--- config.mk ---
export PLATFORM = sky130hd
export DESIGN_NAME = ram_burst_ctrl_flat
export DESIGN_NICKNAME = d
export VERILOG_FILES = /design/src/rtl/ram_pkg.sv /design/src/rtl/ram_burst_ctrl_if.sv /design/src/rtl/ram_burst_ctrl.sv /design/src/flat_wrapper.sv
export SDC_FILE = /design/constraint.sdc
export NUM_CORES = 1
export LEC_CHECK = 0
export ABC_CLOCK_PERIOD_IN_PS = 1620
export CAP_MARGIN = 10
export CORE_AREA = 3 3 57 59
export CTS_BUF_LIST = sky130_fd_sc_hd__clkbuf_16
export DETAILED_ROUTE_END_ITERATION = 6
export DIE_AREA = 0 0 60 62
export GPL_ROUTABILITY_DRIVEN = 1
export GPL_TIMING_DRIVEN = 0
export PLACE_DENSITY = 0.76
export SYNTH_ARGS = -nofsm -noshare
export SYNTH_HDL_FRONTEND = slang
export SYNTH_SLANG_ARGS = --single-unit
--- constraint.sdc ---
create_clock -name clk -period 1.62 [get_ports clk]
set_input_delay 0.162 -clock clk [delete_from_list [all_inputs] [get_ports clk]]
set_output_delay 0.162 -clock clk [all_outputs]
set_load 0.005 [all_outputs]
--- src/rtl/ram_pkg.sv ---
// Shared types and helpers for the RAM burst controller.
//   state_e   : controller FSM states
//   next_addr : increment an address with an explicit wrap at depth-1,
//               so non-power-of-two depths wrap correctly
package ram_pkg;

  typedef enum logic [2:0] {
    IDLE    = 3'd0,
    WR      = 3'd1,
    RD_ADDR = 3'd2,
    RD_WAIT = 3'd3,
    RD_OUT  = 3'd4
  } state_e;

  function automatic int unsigned next_addr(input int unsigned addr,
                                            input int unsigned depth);
    return (addr == depth - 32'd1) ? 32'd0 : addr + 32'd1;
  endfunction

endpackage

--- src/rtl/ram_burst_ctrl_if.sv ---
// Client-side bus of the RAM burst controller.
//   cmd_*  : burst command handshake (valid/ready), wr selects direction,
//            len is a word count 0..DEPTH
//   w*     : write data stream into the controller
//   r*     : read data stream out of the controller
//   done   : one-cycle pulse per completed burst
// master = client datapath, slave = controller.
interface ram_burst_ctrl_if #(
  parameter int unsigned DEPTH = 8,
  parameter int unsigned WIDTH = 8
);
  localparam int AW = (DEPTH > 1) ? $clog2(DEPTH) : 1;

  logic             cmd_valid;
  logic             cmd_ready;
  logic             cmd_wr;
  logic [AW-1:0]    cmd_addr;
  logic [AW:0]      cmd_len;
  logic [WIDTH-1:0] wdata;
  logic             wvalid;
  logic             wready;
  logic [WIDTH-1:0] rdata;
  logic             rvalid;
  logic             rready;
  logic             done;

  modport master (
    output cmd_valid, cmd_wr, cmd_addr, cmd_len, wdata, wvalid, rready,
    input  cmd_ready, wready, rdata, rvalid, done
  );

  modport slave (
    input  cmd_valid, cmd_wr, cmd_addr, cmd_len, wdata, wvalid, rready,
    output cmd_ready, wready, rdata, rvalid, done
  );
endinterface

--- src/rtl/ram_burst_ctrl.sv ---
// Initiator-side burst controller for one single-port RAM.
//   clk, rst   : clock, asynchronous active-high reset
//   bus        : client bus (slave side): command, write stream, read stream, done
//   ram_w_en   : RAM write enable (only high on write-transfer cycles)
//   ram_addr   : RAM address, always the current burst address
//   ram_wdata  : RAM write data, zero unless writing
//   ram_rdata  : RAM registered read data
// Writes stream one word per cycle. Reads take three cycles per word:
// present address, capture RAM output, offer the word until rready.
module ram_burst_ctrl
  import ram_pkg::*;
#(
  parameter int unsigned DEPTH = 8,
  parameter int unsigned WIDTH = 8,
  localparam int AW = (DEPTH > 1) ? $clog2(DEPTH) : 1
) (
  input  logic             clk,
  input  logic             rst,
  ram_burst_ctrl_if.slave  bus,
  output logic             ram_w_en,
  output logic [AW-1:0]    ram_addr,
  output logic [WIDTH-1:0] ram_wdata,
  input  logic [WIDTH-1:0] ram_rdata
);

  localparam logic [AW:0] LEN_ONE = (AW+1)'(1);

  state_e           state;
  logic [AW-1:0]    cur_addr;
  logic [AW:0]      remaining;
  logic [WIDTH-1:0] rdata_q;
  logic             done_q;
  logic [AW-1:0]    addr_inc;

  assign addr_inc = AW'(next_addr(32'(cur_addr), DEPTH));

  always_ff @(posedge clk or posedge rst) begin
    if (rst) begin
      state     <= IDLE;
      cur_addr  <= '0;
      remaining <= '0;
      rdata_q   <= '0;
      done_q    <= 1'b0;
    end else begin
      done_q <= 1'b0;
      unique case (state)
        IDLE: begin
          if (bus.cmd_valid) begin
            cur_addr  <= bus.cmd_addr;
            remaining <= bus.cmd_len;
            // zero-length bursts complete without touching the RAM
            if (bus.cmd_len == '0) done_q <= 1'b1;
            else if (bus.cmd_wr)   state  <= WR;
            else                   state  <= RD_ADDR;
          end
        end
        WR: begin
          if (bus.wvalid) begin
            cur_addr  <= addr_inc;
            remaining <= remaining - LEN_ONE;
            if (remaining == LEN_ONE) begin
              state  <= IDLE;
              done_q <= 1'b1;
            end
          end
        end
        RD_ADDR: state <= RD_WAIT;
        RD_WAIT: begin
          // address was presented last cycle, RAM output is valid now
          rdata_q <= ram_rdata;
          state   <= RD_OUT;
        end
        RD_OUT: begin
          if (bus.rready) begin
            cur_addr  <= addr_inc;
            remaining <= remaining - LEN_ONE;
            if (remaining == LEN_ONE) begin
              state  <= IDLE;
              done_q <= 1'b1;
            end else begin
              state  <= RD_ADDR;
            end
          end
        end
        default: state <= IDLE;
      endcase
    end
  end

  assign bus.cmd_ready = (state == IDLE);
  assign bus.wready    = (state == WR);
  assign bus.rvalid    = (state == RD_OUT);
  assign bus.rdata     = rdata_q;
  assign bus.done      = done_q;

  assign ram_w_en  = (state == WR) && bus.wvalid;
  assign ram_addr  = cur_addr;
  assign ram_wdata = ram_w_en ? bus.wdata : '0;

endmodule

--- src/flat_wrapper.sv ---
// flat-port wrapper written by rule: the top's interface ports become plain ports
module ram_burst_ctrl_flat import ram_pkg::*;
#(
  parameter int unsigned DEPTH = 8,
  parameter int unsigned WIDTH = 8,
  localparam int AW = (DEPTH > 1) ? $clog2(DEPTH) : 1
)
  (clk, rst, ram_w_en, ram_addr, ram_wdata, ram_rdata, bus_cmd_valid, bus_cmd_wr, bus_cmd_addr, bus_cmd_len, bus_wdata, bus_wvalid, bus_rready, bus_cmd_ready, bus_wready, bus_rdata, bus_rvalid, bus_done);
  ram_burst_ctrl_if #(.DEPTH(DEPTH), .WIDTH(WIDTH)) bus_i ();
  input  logic clk;
  input  logic rst;
  output logic ram_w_en;
  output logic [AW-1:0] ram_addr;
  output logic [WIDTH-1:0] ram_wdata;
  input  logic [WIDTH-1:0] ram_rdata;
  input wire logic [$bits(bus_i.cmd_valid)-1:0] bus_cmd_valid;
  input wire logic [$bits(bus_i.cmd_wr)-1:0] bus_cmd_wr;
  input wire logic [$bits(bus_i.cmd_addr)-1:0] bus_cmd_addr;
  input wire logic [$bits(bus_i.cmd_len)-1:0] bus_cmd_len;
  input wire logic [$bits(bus_i.wdata)-1:0] bus_wdata;
  input wire logic [$bits(bus_i.wvalid)-1:0] bus_wvalid;
  input wire logic [$bits(bus_i.rready)-1:0] bus_rready;
  output wire logic [$bits(bus_i.cmd_ready)-1:0] bus_cmd_ready;
  output wire logic [$bits(bus_i.wready)-1:0] bus_wready;
  output wire logic [$bits(bus_i.rdata)-1:0] bus_rdata;
  output wire logic [$bits(bus_i.rvalid)-1:0] bus_rvalid;
  output wire logic [$bits(bus_i.done)-1:0] bus_done;
  assign bus_i.cmd_valid = bus_cmd_valid;
  assign bus_i.cmd_wr = bus_cmd_wr;
  assign bus_i.cmd_addr = bus_cmd_addr;
  assign bus_i.cmd_len = bus_cmd_len;
  assign bus_i.wdata = bus_wdata;
  assign bus_i.wvalid = bus_wvalid;
  assign bus_i.rready = bus_rready;
  assign bus_cmd_ready = bus_i.cmd_ready;
  assign bus_wready = bus_i.wready;
  assign bus_rdata = bus_i.rdata;
  assign bus_rvalid = bus_i.rvalid;
  assign bus_done = bus_i.done;
  ram_burst_ctrl #(.DEPTH(DEPTH), .WIDTH(WIDTH)) u_core (.clk(clk), .rst(rst), .bus(bus_i), .ram_w_en(ram_w_en), .ram_addr(ram_addr), .ram_wdata(ram_wdata), .ram_rdata(ram_rdata));
endmodule
### Yosys cells after proc, flatten, opt, wreduce, memory -nomap -nowiden

Cells that the tools add are included.

| operators by class | value |
|---|---|
| mux-type cells | 24 |
| reduce and logical (&&, ||, !) cells | 6 |
| eq/ne operators | 11 |
| add/sub/neg operators | 2 |

Operator list:

| operator | number |
|---|---|
| 3-bit two-way mux | 9 |
| 3-bit case mux with 5 select lines | 1 |
| 4-bit two-way mux | 3 |
| 4-bit case mux with 3 select lines | 1 |
| 3-bit case mux with 3 select lines | 1 |
| 8-bit two-way mux | 1 |
| 2-bit inequality test, second input constant | 4 |
| 3-bit by 2-bit equality test with 1-bit output, second input constant | 2 |
| 3-bit equality test, second input constant | 2 |
| 1-bit two-way mux | 5 |
| 5-bit AND reduction | 1 |
| 4-bit by 1-bit equality test with 1-bit output, second input constant | 1 |
| 4-bit logical NOT | 1 |
| 2-bit two-way mux | 2 |
| 4-bit AND reduction | 1 |
| 4-bit by 1-bit subtractor with 4-bit output, second input constant | 1 |
| 3-bit by 1-bit adder with 3-bit output, second input constant | 1 |
| 3-bit by 1-bit equality test with 1-bit output, second input constant | 1 |
| 3-bit logical NOT | 1 |
| 1-bit case mux with 3 select lines | 1 |
| 3-bit nonzero test | 1 |
| 2-bit by 1-bit inequality test with 1-bit output, second input constant | 1 |
| 1-bit logical AND | 1 |

| storage, ports and cells | value |
|---|---|
| logic and storage cells | 48 |
| bits in registers | 19 |
| output and inout bits | 24 |
| input bits | 29 |

### Longest topological paths before layout

Gate-level depths: netlist of the first run.

| logic depth | value |
|---|---|
| word-level depth | 4 |
| depth in mapped cells | 6 |
| gate-level depth less buffers | 5 |

### Worst setup path before layout of the first run

Ideal clock, no wire load.

| timing path | value |
|---|---|
| path kind | register to register |
| from | register u_core.state[2] |
| to | register u_core.remaining[2] |
| path buffers | 1 |
| slack | 170 ps |
| arrival | 1329 ps |
| stages on the path, launching flop included | 6 |
| cell sequence | dfrtp_1 > xor2_1 > and2b_1 > buf_6 > mux2_4 > o22a_1 |

| between the ends | value |
|---|---|
| cells in the longest elaborated chain, start to end | 3 |
| elaborated cells between the ends (all ways) | 9 |
| those cells by class | eq/ne (5); mux (1); reduce/logical (3) |

Ends and longest elaborated chain:

| item | line | source |
|---|---|---|
| start, declared | ram_burst_ctrl.sv:28 | `state_e state;` |
| start signal, assigned | ram_burst_ctrl.sv:39 | `state <= IDLE;` |
| start signal, assigned | ram_burst_ctrl.sv:53 | `else if (bus.cmd_wr) state <= WR;` |
| start signal, assigned | ram_burst_ctrl.sv:54 | `else state <= RD_ADDR;` |
| 3-bit equality test (tied with other cells) | ram_burst_ctrl.sv:46 | `unique case (state)` |
| 2-bit inequality test (no line) / 3-bit nonzero test (equally long branches) | n/a |  |
| 4-bit AND reduction (no line) | n/a |  |
| end signal, assigned | ram_burst_ctrl.sv:50 | `remaining <= bus.cmd_len;` |
| end signal, assigned | ram_burst_ctrl.sv:60 | `remaining <= remaining - LEN_ONE;` |
| end signal, assigned | ram_burst_ctrl.sv:76 | `remaining <= remaining - LEN_ONE;` |
| end, declared | ram_burst_ctrl.sv:30 | `logic [AW:0] remaining;` |

Several ways; a longest one is shown, not always the timed one.
A chain may end at the register's enable or synchronous reset.

### Worst setup path in the final report of the first run

| timing path | value |
|---|---|
| from | register u_core.state[2] |
| to | register u_core.state[0] |

| between the ends | value |
|---|---|
| cells in the longest elaborated chain, start to end | 3 |
| elaborated cells between the ends (all ways) | 12 |
| those cells by class | eq/ne (9); mux (1); reduce/logical (2) |

Ends and longest elaborated chain:

| item | line |
|---|---|
| 3-bit by 1-bit equality test with 1-bit output (tied with other cells) | ram_burst_ctrl.sv:46 |
| 2-bit by 1-bit inequality test with 1-bit output (no line) / 2-bit inequality test (equally long branches) | n/a |
| 5-bit AND reduction (no line) | n/a |

Several ways; a longest one is shown, not always the timed one.

==> results of run 1 <==
-- where the power goes --
group          switching (uW)  internal, uW  leakage [uW]  total [uW]
Sequential                169           712      0.000230         881
Combinational            1150          1630      0.000676        2780
Clock                     170           328     0.0000423         498
-- timing repair --
action | CTS | global route
setup buffers | 13 | 11
endpoints found under the hold margin | 0 | 0
hold buffers | 0 | 0
endpoints found under the setup margin | 12 | 16
pin swaps | 8 | 10
resized for setup | 29 | 38
gates cloned | 1 | 1
-- worst max-delay path, stage by stage, from the launching register on --
cell and delay (ns):
dfrtp_1 0.42, buf_4 0.17, o41a_1 0.42, a2111oi_0 0.48
-- how the worst min path moves through the flow --
| stage | start | to | cells past startpoint |
|---|---|---|---|
| after floorplan | rst | u_core.bus.done$_DFF_PP0_ | 1 |
| after global placement | u_core.bus.rdata[6]$_DFFE_PP0P_ | u_core.bus.rdata[6]$_DFFE_PP0P_ | 1 |
| after detailed placement | u_core.bus.rdata[6]$_DFFE_PP0P_ | u_core.bus.rdata[6]$_DFFE_PP0P_ | 1 |
| after CTS | rst | u_core.bus.rdata[3]$_DFFE_PP0P_ | 2 |
| after global routing | rst | u_core.remaining[1]$_DFFE_PP0P_ | 2 |
| final | rst | u_core.bus.rdata[3]$_DFFE_PP0P_ | 2 |
-- area by class of cell --
cell class	count	area, um^2	area share [%]
buffer	5	56.3	2.77
multi-input combinational	78	651	32.0
clock buffer	3	75.1	3.69
clock inverter	1	3.75	0.184
timing repair buffer	75	706	34.7
sequential	19	475	23.4
tap	31	38.8	1.91
inverter	8	30.0	1.48
-- synth_stat cells (2+ instances only) --
cell	instances
nor2_1	7
mux2i_1	4
buf_6	2
ha_1	4
mux2_2	9
o22ai_1	3
nand2_1	9
nor3_1	2
and2_1	9
buf_2	2
inv_1	8
nand2b_1	2
a21oi_1	5
dfrtp_1	19
o21ai_0	7
-- per-layer routing --
metal	wire, um	global-route usage (%)
met1	1490	23.7
met2	1880	31.0
met3	217	4.55
met4	50	5.38
met5	0	0
-- sequential cells by signal, indices dropped and copies added, names as in the netlist --
signal / count
u_core.bus.rdata: 8
u_core.remaining: 4
u_core.ram_addr: 3
u_core.state: 3
u_core.bus.done: 1
-- logic make-up (layout without fill, tap and decap cells) --
| kind of cell | Yosys count | in the layout | synth area share, % |
|---|---|---|---|
| adder cells (fa/ha/maj) | 4 | 4 | 4.53 |
| buffers and inverters | 13 | 92 | 6.34 |
| XOR/XNOR | 1 | 1 | 0.792 |
| multiplexers | 14 | 14 | 14.1 |
| flip-flops | 19 | 19 | 43.0 |
| AO/OA/AOI/OAI | 21 | 21 | 12.9 |
| AND/OR/NAND/NOR | 37 | 38 | 18.3 |
-- through the flow --
step | setup slack [ns] | utilization [%] | TNS [ns] | cell area (um^2) | total power, uW
after floorplan | 0.170 | - | 0 | 1110 | 1990
after global placement | -0.478 | 60.4 | -4.20 | 1670 | 2710
after detailed placement | -0.552 | 60.4 | -4.94 | 1670 | 2770
after CTS | -0.119 | 69.0 | -0.566 | 1900 | 3610
after global routing | -0.0689 | 73.8 | -0.559 | 2040 | 4420
final | -0.0301 | 73.8 | -0.0525 | 2040 | 4160
==> results.cfg, run 1 <==
[drt]
detail_route.wl_per_cell_um = 16.5
wirelength_um = 3640
routed_via_density = 5.19
drc_errors = 0
drtIter0Drc = 26
detail-route-antenna-nets = 0
vias = 1141
dr.pass1.iters = 4

[cells_and_area]
antennaDiodeCount = 0
final_common_cell = clkdlybuf4s50_1
final_cell_mix = 40 x clkdlybuf4s50_1, 19 x dfrtp_1, 16 x buf_4, 13 x buf_6, 9 x inv_1
nets = 223
area_growth_pct = 84.0
layout-drive-gt1-share_pct = 33.9
layout.cells.non_filler = 220
fillers = 184

[yosys]
yosysWarningCount = 0
synth_top_area_share_pct = 43.0
synthArstFlopShare_pct = 100
dominantRegCellSynth = dfrtp_1
syn-cell-area_mm2 = 0.00111
synth_cell_types = 32
synthTopCellsByArea = dfrtp_1 43%, mux2_2 9.2%, and2_1 5.1%, ha_1 4.5%, mux2i_1 3.6%
yosysSeqAreaShare_pct = 43.0
synth_edf_count = 0
postSynthCellCount = 109
synth.avg_cell_area_um2 = 10.1
yosysTopAreaCell = dfrtp_1
ys_ff_latch = 19
synth_nets = 142

[clock_tree]
path_clk_slew_ns = 0.05
cts_buffer_depth = 2
htreeDepth = 1
clockRootBuffer = clkbuf_16
clock_sinks = 19
worst_skew_pair.late_latency_ns = 0.25
cts_made_buffers = 3
cts_tree = done

[critical_path]
r2r_slack_ns = -0.03
ff2ff_path_depth = 3
cp-start-kind = flip-flop
crit_end = u_core.state[0]$_DFFE_PP0P_
cp_max_fo = 3
endpoint_kind = flip-flop
crit_type = flip-flop to flip-flop
critPathRequiredTime_ns = 1.70
reg2reg_to = u_core.state[0]$_DFFE_PP0P_
crit_start = u_core.state[2]$_DFFE_PP0P_
rr_startpoint = u_core.state[2]$_DFFE_PP0P_
worstPathArrival_ns = 1.73

[grt]
grt_pass1_vias = 1099
track_usage_pct = 18.5
antenna_found_initial = 0
grt_pass1_wl_um = 5160
grt.overflow.total = 0
grt_max_degree = 20

[power_and_ir_drop]
pwr_density_cell_mw_per_mm2 = 2040
power_leakage_uw = 0.000947
vdd_drop_max_uv = 1580

[timing]
setup_viol = 5
fmax_mhz = 606
rsz0062_at_grt = yes
skew_ns = 0.000557
period_minus_slack_ns = 1.65
maxSlewViolCount = 0
finalHoldViolCount = 0
worst_pin_slew_ns = 0.727
max_slew_margin_pct = 51.5
holdWs_ns = 0.340
final.setup.worst_slack_ns = -0.0301
final.period_utilization_pct = 102

[floorplan]
rows = 19
start_util_pct = 40.1
coreArea_mm2 = 0.00276
fp.dieArea_mm2 = 0.00372
pin_count = 53
die_x_um = 60
die_h_um = 62

[worst_hold_path]
hp-class = primary input to asynchronous set/reset pin

[run_status]
violations = negative setup slack
status = complete, but fails checks

[placed_design]
portBuffers = 52
place_inst = 192
dp_hpwl_um = 2160
gp_congestion = 0.905

[run]
drv_cap = 0
Power figures use the tool's default switching activity.
==> run 2, diff against run 1 <==
ABC_CLOCK_PERIOD_IN_PS = 1900   (was 1620)
clock period = 1.9 ns   (was 1.62 ns; I/O delays follow)
==> results.cfg, run 2 (synthesis gave the netlist of run 1 again) <==
[cells_and_area]
area_growth_pct = 71.2
antennaDiodeCount = 0
final_cell_mix = 43 x clkdlybuf4s50_1, 19 x dfrtp_1, 9 x inv_1, 9 x mux2_2, 9 x and2_1
largest_reg_flops = 8
nets = 208
post-route-util_pct = 68.6
final_common_cell = clkdlybuf4s50_1
layout-drive-gt1-share_pct = 20.1

[drt]
drtIter0Drc = 41
vias = 1056
detail-route-antenna-nets = 0
detail_route.wl_per_cell_um = 15.9
wirelength_um = 3250
routed_via_density = 5.15
dr.pass1.iters = 4
drc_errors = 0

[floorplan]
coreArea_mm2 = 0.00276
fp.dieArea_mm2 = 0.00372
pin_count = 53
die_x_um = 60
rows = 19
die_h_um = 62
start_util_pct = 40.1

[timing]
maxSlewViolCount = 0
skew_ns = 0.00143
finalHoldViolCount = 0
period_minus_slack_ns = 1.88
finalSetupTns_ns = 0
final.period_utilization_pct = 99.2
rsz0062_at_grt = no
max_slew_margin_pct = 51.6
worst_pin_slew_ns = 0.725
fmax_mhz = 531
setup_viol = 0

[clock_tree]
cts_buffer_depth = 2
clockRootBuffer = clkbuf_16
clock_sinks = 19
path_clk_slew_ns = 0.05
htreeDepth = 1
cts_tree = done
worst_skew_pair.late_latency_ns = 0.25
cts_made_buffers = 3

[critical_path]
critPathRequiredTime_ns = 1.71
worstPathArrival_ns = 1.69
crit_type = flip-flop to output pin
cp-start-kind = flip-flop
cp_max_fo = 11
endpoint_kind = output pin
r2r_slack_ns = 0.07

[run_status]
status = completed

[placed_design]
portBuffers = 52
dp_hpwl_um = 2160
gp_congestion = 0.905

[grt]
grt.overflow.total = 0
antenna_found_initial = 0
grt_max_degree = 20
track_usage_pct = 17.3
grt_pass1_wl_um = 4860
grt_pass1_vias = 1021

[power_and_ir_drop]
power_leakage_uw = 0.000957
pwr_density_cell_mw_per_mm2 = 1610
p_total_uw = 3060
vdd_drop_max_uv = 1100

[worst_hold_path]
hp-class = primary input to asynchronous set/reset pin

[run]
drv_cap = 0
[run 2: changes by cell type in the layout (fill, tap and decap cells not counted), moves of 2 or more]
cell	before	now
and2_1	6	9
dlygate4sd2_1	4	1
clkdlybuf4s50_1	40	43
o21ai_1	2	0
clkbuf_2	4	0
dlymetal6s2s_1	0	8
and2_4	3	0
o21ai_0	5	7
buf_4	16	8
buf_6	13	4
[run 2: stage by stage]
step / hold WS [ns] / setup WS [ns] / area [um^2] / std cells
3_5_place_dp: 0.497 / -0.328 / 1670 / 192
2_1_floorplan: 0.141 / 0.450 / 1110 / 109
6_report: 0.368 / 0.0159 / 1890 / 205
4_1_cts: 0.398 / 0.000536 / 1820 / 202
3_3_place_gp: 0.488 / -0.254 / 1670 / 192
5_1_grt: 0.443 / 0.000168 / 1890 / 205
[run 2: worst paths after layout]
check,startpoint,end,cells after the start
min in group clk,u_core.bus.rdata[5]$_DFFE_PP0P_,u_core.bus.rdata[5]$_DFFE_PP0P_,1
max in group asynchronous,rst,u_core.state[0]$_DFFE_PP0P_,2
worst min register to register,u_core.bus.rdata[5]$_DFFE_PP0P_,u_core.bus.rdata[5]$_DFFE_PP0P_,1
worst max register to register,u_core.state[2]$_DFFE_PP0P_,u_core.remaining[2]$_DFFE_PP0P_,7
worst max-delay path,u_core.state[1]$_DFFE_PP0P_,ram_wdata[2],4
worst min-delay path,rst,u_core.bus.rdata[3]$_DFFE_PP0P_,2
[run 2: where the power goes]
group / internal [uW] / switching [uW]
logic: 1080 / 809
clock network: 279 / 142
registers: 608 / 136
[run 2: per-layer routing]
layer	GRT usage, %	up-vias	wire length [um]
li1	-	510	-
met1	22.6	504	1350
met2	29.2	40	1660
met3	4.13	2	226
met4	3.80	0	18
met5	0	-	0
[run 2: worst max-delay path, stage by stage (launching register included)]
cell and delay [ns]:
dfrtp_1 0.40, buf_6 0.17, nor3_4 0.21, and2_1 0.16
clkdlybuf4s50_1 0.51
[run 2: final cells by class]
cell class	count	area [um^2]
fillers	194	865
repair buffers	60	612
multi-input cells	78	606
flip-flops and latches	19	475
clock buffers	3	75.1
plain buffers	5	52.6
well taps	31	38.8
inverters	8	30.0
clock inverters	1	3.75
[run 2: timing repair]
item                       CTS  global route
setup endpoints to repair   10            10
buffers inserted             5             3
gates resized for setup      8            13
hold buffers                 0             0
gates cloned                 1             0
pin swaps                    2             2
==> run 3, diff against run 2 <==
SKIP_CTS_REPAIR_TIMING = 1   (was not set)
==> results.cfg, run 3 (synthesis gave the netlist of run 1 again) <==
[run_status]
status = completed

[cells_and_area]
final_common_cell = clkdlybuf4s50_1
nets = 207
layout-drive-gt1-share_pct = 19.1
layout.cells.non_filler = 204
final_cell_mix = 46 x clkdlybuf4s50_1, 18 x dfrtp_1, 9 x inv_1, 9 x mux2_2, 9 x and2_1
area_growth_pct = 68.9
antennaDiodeCount = 0
largest_reg_flops = 8
post-route-util_pct = 67.7

[timing]
rsz0062_at_grt = yes
worst_pin_slew_ns = 0.769
max_slew_margin_pct = 48.3
period_minus_slack_ns = 1.86
setup_viol = 0
finalHoldViolCount = 0
holdWs_ns = 0.365
maxSlewViolCount = 0
fmax_mhz = 537
final.setup.worst_slack_ns = 0.0365
final.period_utilization_pct = 98.1
skew_ns = 0.00247

[critical_path]
endpoint_kind = output pin
ff2ff_path_depth = 6
cp_cell_sequence = buf_6 -> buf_4 -> nor2_1 -> nand2_1 -> inv_1 -> clkdlybuf4s50_1
cp_max_fo = 7
worst_path_max_delay_cell = clkdlybuf4s50_1
cp-start-kind = flip-flop
critPathRequiredTime_ns = 1.71
crit_type = flip-flop to output pin
cpPeakStageDelay_ns = 0.50
worstPathArrival_ns = 1.67

[power_and_ir_drop]
power_leakage_uw = 0.000914
p_total_uw = 3010
vdd_drop_max_uv = 1080
pwr_density_cell_mw_per_mm2 = 1610

[grt]
antenna_found_initial = 0
track_usage_pct = 15.2
grt.overflow.total = 0
grt_pass1_wl_um = 4320
grt_pass1_vias = 949
grt_max_degree = 20

[clock_tree]
clock_sinks = 19
cts_made_buffers = 3
worst_skew_pair.late_latency_ns = 0.25
htreeDepth = 1
cts_buffer_depth = 2
cts_tree = done
path_clk_slew_ns = 0.05
clockRootBuffer = clkbuf_16

[drt]
detail_route.wl_per_cell_um = 15.2
drc_errors = 0
detail-route-antenna-nets = 0
vias = 1064
dr.pass1.iters = 4
drtIter0Drc = 28
wirelength_um = 3100
routed_via_density = 5.22

[placed_design]
gp_congestion = 0.905
dp_hpwl_um = 2160
place_inst = 192
dpl_worst_slack_ns = -0.328
portBuffers = 52

[floorplan]
die_x_um = 60
rows = 19
die_h_um = 62
coreArea_mm2 = 0.00276
pin_count = 53
start_util_pct = 40.1
fp.dieArea_mm2 = 0.00372

[run]
drv_cap = 0

[worst_hold_path]
hp-class = primary input to asynchronous set/reset pin
==> run 3: per-stage QoR <==
step | TNS [ns] | area, um^2
final | 0 | 1870
after global routing | -0.107 | 1870
after CTS | -4.35 | 1740
after detailed placement | -2.82 | 1670
after global placement | -2.10 | 1670
after floorplan | 0 | 1110
==> run 3: cell type report <==
class | count | area (um^2)
inverter | 8 | 30.0
sequential | 19 | 477
tap | 31 | 38.8
multi-input combinational | 78 | 603
fill | 197 | 890
buffer | 5 | 52.6
clock inverter | 1 | 3.75
timing repair buffer | 59 | 588
clock buffer | 3 | 75.1
==> run 3: worst paths after layout <==
path | start | endpoint | slack (ns)
setup / recovery | u_core.state[0]$_DFFE_PP0P_ | bus_rvalid | 0.04
hold / removal | rst | u_core.bus.rdata[3]$_DFFE_PP0P_ | 0.37
setup reg to reg | u_core.state[2]$_DFFE_PP0P_ | u_core.remaining[2]$_DFFE_PP0P_ | 0.22
hold reg to reg | u_core.bus.rdata[5]$_DFFE_PP0P_ | u_core.bus.rdata[5]$_DFFE_PP0P_ | 0.50
max in group asynchronous | rst | u_core.state[2]$_DFFE_PP0P_ | 1.03
min in group clk | u_core.bus.rdata[5]$_DFFE_PP0P_ | u_core.bus.rdata[5]$_DFFE_PP0P_ | 0.50
==> run 3: worst max-delay path, delay by kind of cell, from the launching register on <==
family                 cells  cell delay, ns
buffers and inverters      4            0.84
flip-flops                 1            0.38
AND/OR/NAND/NOR            2            0.21
==> run 3: power by group <==
part	internal, uW	switching, uW
Sequential	609	131
Combinational	1060	787
Clock	279	140
==> run 3: per-layer routing <==
| metal | track usage, % | vias up | routed length [um] |
|---|---|---|---|
| li1 | - | 507 | - |
| met1 | 19.3 | 513 | 1280 |
| met2 | 25.2 | 40 | 1530 |
| met3 | 4.75 | 4 | 246 |
| met4 | 3.80 | 0 | 33 |
| met5 | 0 | - | 0 |
